<file path="src/rtl/mem_arbiter.sv">
// Two-port arbiter (instruction fetch vs. data) for the single-port 16K x 16 memory.
// Registered grants, memory control selects and a tag pipeline that returns read data two cycles after each grant.
module mem_arbiter #(
    parameter logic [1:0] IF_ASEL    = 2'b00,
    parameter bit         FIXED_PRIO = 1'b0
) (
    input  logic        CLK,
    input  logic        RST,
    input  logic        if_req,
    input  logic        d_req,
    input  logic        d_we,
    input  logic [1:0]  d_asel,
    input  logic        d_wsel,
    input  logic [15:0] read_data,
    output logic [1:0]  mem_addr,
    output logic        mem_data,
    output logic        mem_write,
    output logic        if_gnt,
    output logic        d_gnt,
    output logic        if_rvalid,
    output logic        d_rvalid,
    output logic [15:0] rdata,
    output logic        busy
);

    logic        if_gnt_q, if_gnt_d;
    logic        d_gnt_q, d_gnt_d;
    logic        last_d_q, last_d_d;
    logic [1:0]  mem_addr_q, mem_addr_d;
    logic        mem_data_q, mem_data_d;
    logic        mem_write_q, mem_write_d;
    logic        tag_vld_q, tag_vld_d;
    logic        tag_is_d_q, tag_is_d_d;
    logic        if_rvalid_q, if_rvalid_d;
    logic        d_rvalid_q, d_rvalid_d;
    logic [15:0] rdata_q, rdata_d;

    logic if_elig, d_elig;

    always_comb begin
        if_elig = if_req & ~if_gnt_q;
        d_elig  = d_req & ~d_gnt_q;

        // On a tie D wins unless it was the most recent grantee (or always, when fixed).
        d_gnt_d  = d_elig & (~if_elig | FIXED_PRIO | ~last_d_q);
        if_gnt_d = if_elig & ~d_gnt_d;

        last_d_d = last_d_q;
        if (d_gnt_d)
            last_d_d = 1'b1;
        else if (if_gnt_d)
            last_d_d = 1'b0;

        mem_addr_d  = d_gnt_d ? d_asel : IF_ASEL;
        mem_data_d  = d_gnt_d & d_wsel;
        mem_write_d = d_gnt_d & d_we;

        // Stage 1 covers the memory's read cycle, stage 2 is the rvalid/rdata register.
        tag_vld_d   = if_gnt_q | (d_gnt_q & ~mem_write_q);
        tag_is_d_d  = d_gnt_q;
        if_rvalid_d = tag_vld_q & ~tag_is_d_q;
        d_rvalid_d  = tag_vld_q & tag_is_d_q;
        rdata_d     = tag_vld_q ? read_data : rdata_q;
    end

    always_ff @(posedge CLK) begin
        if (RST) begin
            if_gnt_q    <= 1'b0;
            d_gnt_q     <= 1'b0;
            last_d_q    <= 1'b0;
            mem_addr_q  <= IF_ASEL;
            mem_data_q  <= 1'b0;
            mem_write_q <= 1'b0;
            tag_vld_q   <= 1'b0;
            tag_is_d_q  <= 1'b0;
            if_rvalid_q <= 1'b0;
            d_rvalid_q  <= 1'b0;
            rdata_q     <= 16'h0000;
        end else begin
            if_gnt_q    <= if_gnt_d;
            d_gnt_q     <= d_gnt_d;
            last_d_q    <= last_d_d;
            mem_addr_q  <= mem_addr_d;
            mem_data_q  <= mem_data_d;
            mem_write_q <= mem_write_d;
            tag_vld_q   <= tag_vld_d;
            tag_is_d_q  <= tag_is_d_d;
            if_rvalid_q <= if_rvalid_d;
            d_rvalid_q  <= d_rvalid_d;
            rdata_q     <= rdata_d;
        end
    end

    assign if_gnt    = if_gnt_q;
    assign d_gnt     = d_gnt_q;
    assign mem_addr  = mem_addr_q;
    assign mem_data  = mem_data_q;
    assign mem_write = mem_write_q;
    assign if_rvalid = if_rvalid_q;
    assign d_rvalid  = d_rvalid_q;
    assign rdata     = rdata_q;
    assign busy      = if_gnt_q | d_gnt_q | tag_vld_q | if_rvalid_q | d_rvalid_q;

endmodule

</file>
<file path="config.mk">
export PLATFORM = sky130hd
export DESIGN_NAME = mem_arbiter
export DESIGN_NICKNAME = d
export VERILOG_FILES = /design/src/rtl/mem_arbiter.sv
export SDC_FILE = /design/constraint.sdc
export NUM_CORES = 1
export LEC_CHECK = 0
export CORE_ASPECT_RATIO = 0.8
export CORE_UTILIZATION = 38
export CTS_CLUSTER_DIAMETER = 80
export DETAILED_ROUTE_END_ITERATION = 16
export GPL_TIMING_DRIVEN = 0
export PLACE_DENSITY = 0.85
export SYNTH_ARGS = -nofsm -noshare
export SYNTH_HDL_FRONTEND = slang
export SYNTH_SLANG_ARGS = --single-unit
export TNS_END_PERCENT = 50
</file>
<file path="constraint.sdc">
create_clock -name CLK -period 1.3 [get_ports CLK]
set_clock_uncertainty 0.2 [all_clocks]
set_input_delay 0.195 -clock CLK [delete_from_list [all_inputs] [get_ports CLK]]
set_output_delay 0.195 -clock CLK [all_outputs]
set_load 0.1 [all_outputs]
</file>
* Word level (Yosys, flattened, before mapping) *
Cells that the tools add are included.

operators by class
  $add $sub $neg = 0
  $mul = 0
  div/mod/pow operators = 0
  magnitude comparators = 0
  eq/ne operators = 0
  shift operators = 0
  multiplexer cells = 2
  bitwise operators = 22
  reductions and logical operators = 2

operator list
  kind                count
  1-bit AND           9
  1-bit inverter      7
  1-bit OR            6
  1-bit two-way mux   2
  2-bit nonzero test  1
  2-bit OR reduction  1

storage, ports and cells
  register bits after elaboration = 27
  latch bits = 0
  RAM bits = 0
  memory bits (read-only) = 0
  output and inout bits = 25
  logic and storage cells = 37
  memories = 0

* Depth between registers and ports, before layout *
  depth in word-level cells = 9
  mapped depth = 4
  mapped depth without buffers = 2

* Worst setup path after synthesis *
Ideal clock, no wire load.

  kind = register to output
  start = reg d_gnt_q (netlist: d_gnt)
  end = out busy
  data arrival time = 1.753 ns
  data required time = 0.905 ns
  slack = -0.848 ns
  cell stages (with the launch flop) = 3
  path through = dfxtp_1 nor3_1 nand2_1

between the ends
  word-level cells in the longest chain between the ends = 4

RTL lines
  item                      RTL line  RTL
  start: declaration        27        logic d_gnt_q, d_gnt_d;
  start signal: assignment  81        d_gnt_q <= d_gnt_d;
  1-bit OR (4 in a row)     102       assign busy = if_gnt_q | d_gnt_q | tag_vld_q | if_rvalid_q | d_rvalid_q;
  end: declaration          23        output logic busy

Every way passes these cells.

* Final worst setup path *
Ends and elaborated chain as after synthesis.

==> results.cfg <==
[logic_synthesis]
avgSynthCellArea_sq_um = 11.5
netlist_top_cells_area = sky130_fd_sc_hd__dfxtp_1 (55%), sky130_fd_sc_hd__mux2i_1 (16%), sky130_fd_sc_hd__nor2_1 (6.5%), sky130_fd_sc_hd__nor4b_2 (6.2%), sky130_fd_sc_hd__buf_6 (3.5%)
synth_nets = 109
synth_largest_type_area_fraction = 0.554
ys_seq_elements = 27
netlist-cell-type-count = 20
syn-cell-area_sq_um = 976
syn_inst = 85
yosysSeqAreaShare = 0.554
synth_warnings = 0
largest_area_contributor_in_the_synthesized_netlist = sky130_fd_sc_hd__dfxtp_1

[worst_setup_path]
timing_worst_setup_path_type = reg2out
timing.critical_path.slowest_cell_delay_ps = 390
timing.critical_path.required_ps = 900
timing.reg2reg.setup_slack_ps = -50
critPathSlowestCell = sky130_fd_sc_hd__dfxtp_4
crit_path_cell_trace = nor3_4 > nand2_4 > buf_12
worstSetupStartpointType = flop
arrival_ps = 1140
critPathCaptureType = output pin
register_to_register_path_depth = 3
path_max_fanout = 5
critical_path.reg2reg.endpoint = rdata[0]$_SDFFE_PP0P_
worstReg2RegStart = tag_vld_q$_SDFF_PP0_

[worst_hold_path]
hp-start = tag_is_d_q$_SDFF_PP0_
holdPathEnd = if_rvalid$_SDFF_PP0_
timing.hold.worst_path_depth = 1
worst_hold_path_type = reg2reg

[timing]
max_freq_mhz = 651
timing.final.max_slew_violations = 0
fin_hold_ws_ps = 247
finalHoldViolCount = 0
transition_time_at_the_pin_with_the_least_slew_margin_ps = 289
final_worst_setup_slack_ps = -235
setup_total_negative_slack_ps = -535
rsz_0062_raised_after_global_routing = yes
max-slew-margin-rel = 0.807
finalCritPeriodShare = 1.18
min_period_ps = 1540
finalSetupViolations = 8

[clock_network]
clock-root-buffer = sky130_fd_sc_hd__clkbuf_4
cts_tree = built
clock_sinks = 27
numCtsBuffers = 3
clk_latency_ps = 310
cts.reportedPaths.clkPinSlew_ps = 130
cts_buffer_depth = 2
cts_max_level = 1

[global_route]
grt_max_degree = 19
grt_pass1_vias = 763
groute.usage.overall = 0.168
gr-total-overflow = 0
first_pass_grt_wire_length_mm = 3.42
antenna_found_initial = 0

[pwr]
ir_drop_v = 0.000616
p_sw_uw = 670
share_seq_of_total_power = 0.473
overall_power_consumption_uw = 1940
share_clk_of_total_power = 0.177
power_frac_comb = 0.349
power_density_nw_per_um2 = 1060
switching_fraction_of_total_power = 0.345
intPower_uw = 1270
power_leakage_uw = 0.000720

[route]
drt-pass1-iter-count = 4
ant_nets = 0
wl_per_cell_microns = 15.3
starting_drt_drc_count = 11
wl_mm = 2.67
post_drt_via_cell_ratio = 4.56
drc = 0
via_count = 794

[place]
placement.io_buffers = 47
place_ws_ps = -1080
dp_hpwl_mm = 1.69
gp_routability_congestion = 0.668
placed_area_sq_um = 1530

[die]
initial_utilization = 0.400
fp.dieH_microns = 47.3
num_rows = 16
die_w_microns = 58.7
io_pins = 49
design.die.area_sq_um = 2780
core_region_sq_um = 2440

[layout]
fillerInstances = 156
drive_above_1_share = 0.500
final_antenna_diode_count = 0
nNetsFinal = 163
finalInstanceArea_sq_um = 1840
flow.area_growth_from_synthesis_pct = 88.5

[status]
violations = setup timing
outcome = finished with violations

[run]
max_cap_viols = 0
per-layer routing:
metal  part of all wire  vias to the layer above  global-route usage
met4                  0                        0              0.0571
met3              0.035                        0              0.0303
met2               0.51                       27               0.313
li1                   -                      390                   -
met1               0.45                      377               0.201
met5                  0                        -                   0
repair_timing:
item	CTS	global route
endpoints found under the setup margin	25	46
endpoints found under the hold margin	3	0
pin swaps	3	2
hold buffers	1	0
setup buffers	2	1
gates resized for setup	193	42
through the flow:
stage,std cells,util
2_1_floorplan,85,-
3_3_place_gp,168,0.627
3_5_place_dp,168,0.627
4_1_cts,174,0.686
5_1_grt,174,0.753
6_report,174,0.753
cells in the mapped netlist:
master                     instances
sky130_fd_sc_hd__dfxtp_1          27
sky130_fd_sc_hd__and3_1            1
sky130_fd_sc_hd__o211a_1           1
sky130_fd_sc_hd__or2_2             1
sky130_fd_sc_hd__o21a_1            1
sky130_fd_sc_hd__nand2_1           1
sky130_fd_sc_hd__and3b_2           1
sky130_fd_sc_hd__mux2i_1          16
sky130_fd_sc_hd__nand2b_1          1
sky130_fd_sc_hd__inv_1             1
sky130_fd_sc_hd__nor3_1            2
sky130_fd_sc_hd__nor4b_2           4
sky130_fd_sc_hd__nor2_1           17
sky130_fd_sc_hd__nand2b_2          1
sky130_fd_sc_hd__and2b_2           1
sky130_fd_sc_hd__o22ai_1           1
sky130_fd_sc_hd__nor2b_1           2
sky130_fd_sc_hd__buf_6             3
sky130_fd_sc_hd__nor3b_1           1
sky130_fd_sc_hd__buf_2             2
cells in the final DEF (no fill, tap or decap), types with 2 or more instances in the layout:
cell type,instances
sky130_fd_sc_hd__mux2i_1,16
sky130_fd_sc_hd__buf_6,2
sky130_fd_sc_hd__dfxtp_4,3
sky130_fd_sc_hd__nor2b_1,2
sky130_fd_sc_hd__buf_2,2
sky130_fd_sc_hd__dfxtp_1,2
sky130_fd_sc_hd__clkdlybuf4s50_1,22
sky130_fd_sc_hd__nor2_1,17
sky130_fd_sc_hd__buf_12,25
sky130_fd_sc_hd__dfxtp_2,22
sky130_fd_sc_hd__buf_4,2
sky130_fd_sc_hd__clkbuf_4,3
sky130_fd_sc_hd__nor4b_2,4
logic make-up (layout without fill, tap and decap cells):
kind of cell           count (synthesis)  in the layout  share of synthesized area
DFF                                   27             27                      0.554
AOI/OAI and AO/OA                      3              3                     0.0244
buffers and inverters                  6             59                     0.0487
muxes                                 16             16                      0.164
and+or+nand+nor                       33             33                      0.209
cell type report:
class,instances,area (sq um),share of cell area
plain buffers,3,21.3,0.0116
well taps,36,45.0,0.0245
clock buffers,4,26.3,0.0143
inverters,1,3.75,0.00204
multi-input cells,52,407,0.221
repair buffers,51,757,0.412
flip-flops and latches,27,579,0.315
sequential cells by signal (all words and copies together) (netlist names):
name        cells
d_gnt           1
d_rvalid        1
if_gnt          1
if_rvalid       1
last_d_q        1
mem_addr        2
mem_data        1
mem_write       1
rdata          16
tag_is_d_q      1
tag_vld_q       1
critical path, delay by kind of cell, from the launching register on:
family | cells | cell delay (ps)
buffers and inverters | 1 | 170
and+or+nand+nor | 2 | 270
DFF | 1 | 390
power groups by stage:
stage | registers, uW | logic [uW] | clock network [uW]
finish | 920 | 679 | 345
global route | 926 | 701 | 401
CTS | 908 | 629 | 358
detailed placement | 915 | 576 | 0
global placement | 911 | 567 | 0
floorplan | 1170 | 159 | 0
worst max path at each step:
stage,slack [ps],cells after the start,endpoint,from
after floorplan,-220,4,busy,tag_vld_q$_SDFF_PP0_
after global placement,-1040,5,busy,tag_vld_q$_SDFF_PP0_
after detailed placement,-1080,5,busy,tag_vld_q$_SDFF_PP0_
after CTS,-270,4,busy,tag_vld_q$_SDFF_PP0_
after global routing,-300,3,busy,d_gnt$_SDFF_PP0_
final,-240,3,busy,d_gnt$_SDFF_PP0_
Note: power is estimated with default switching activity, not from simulation.
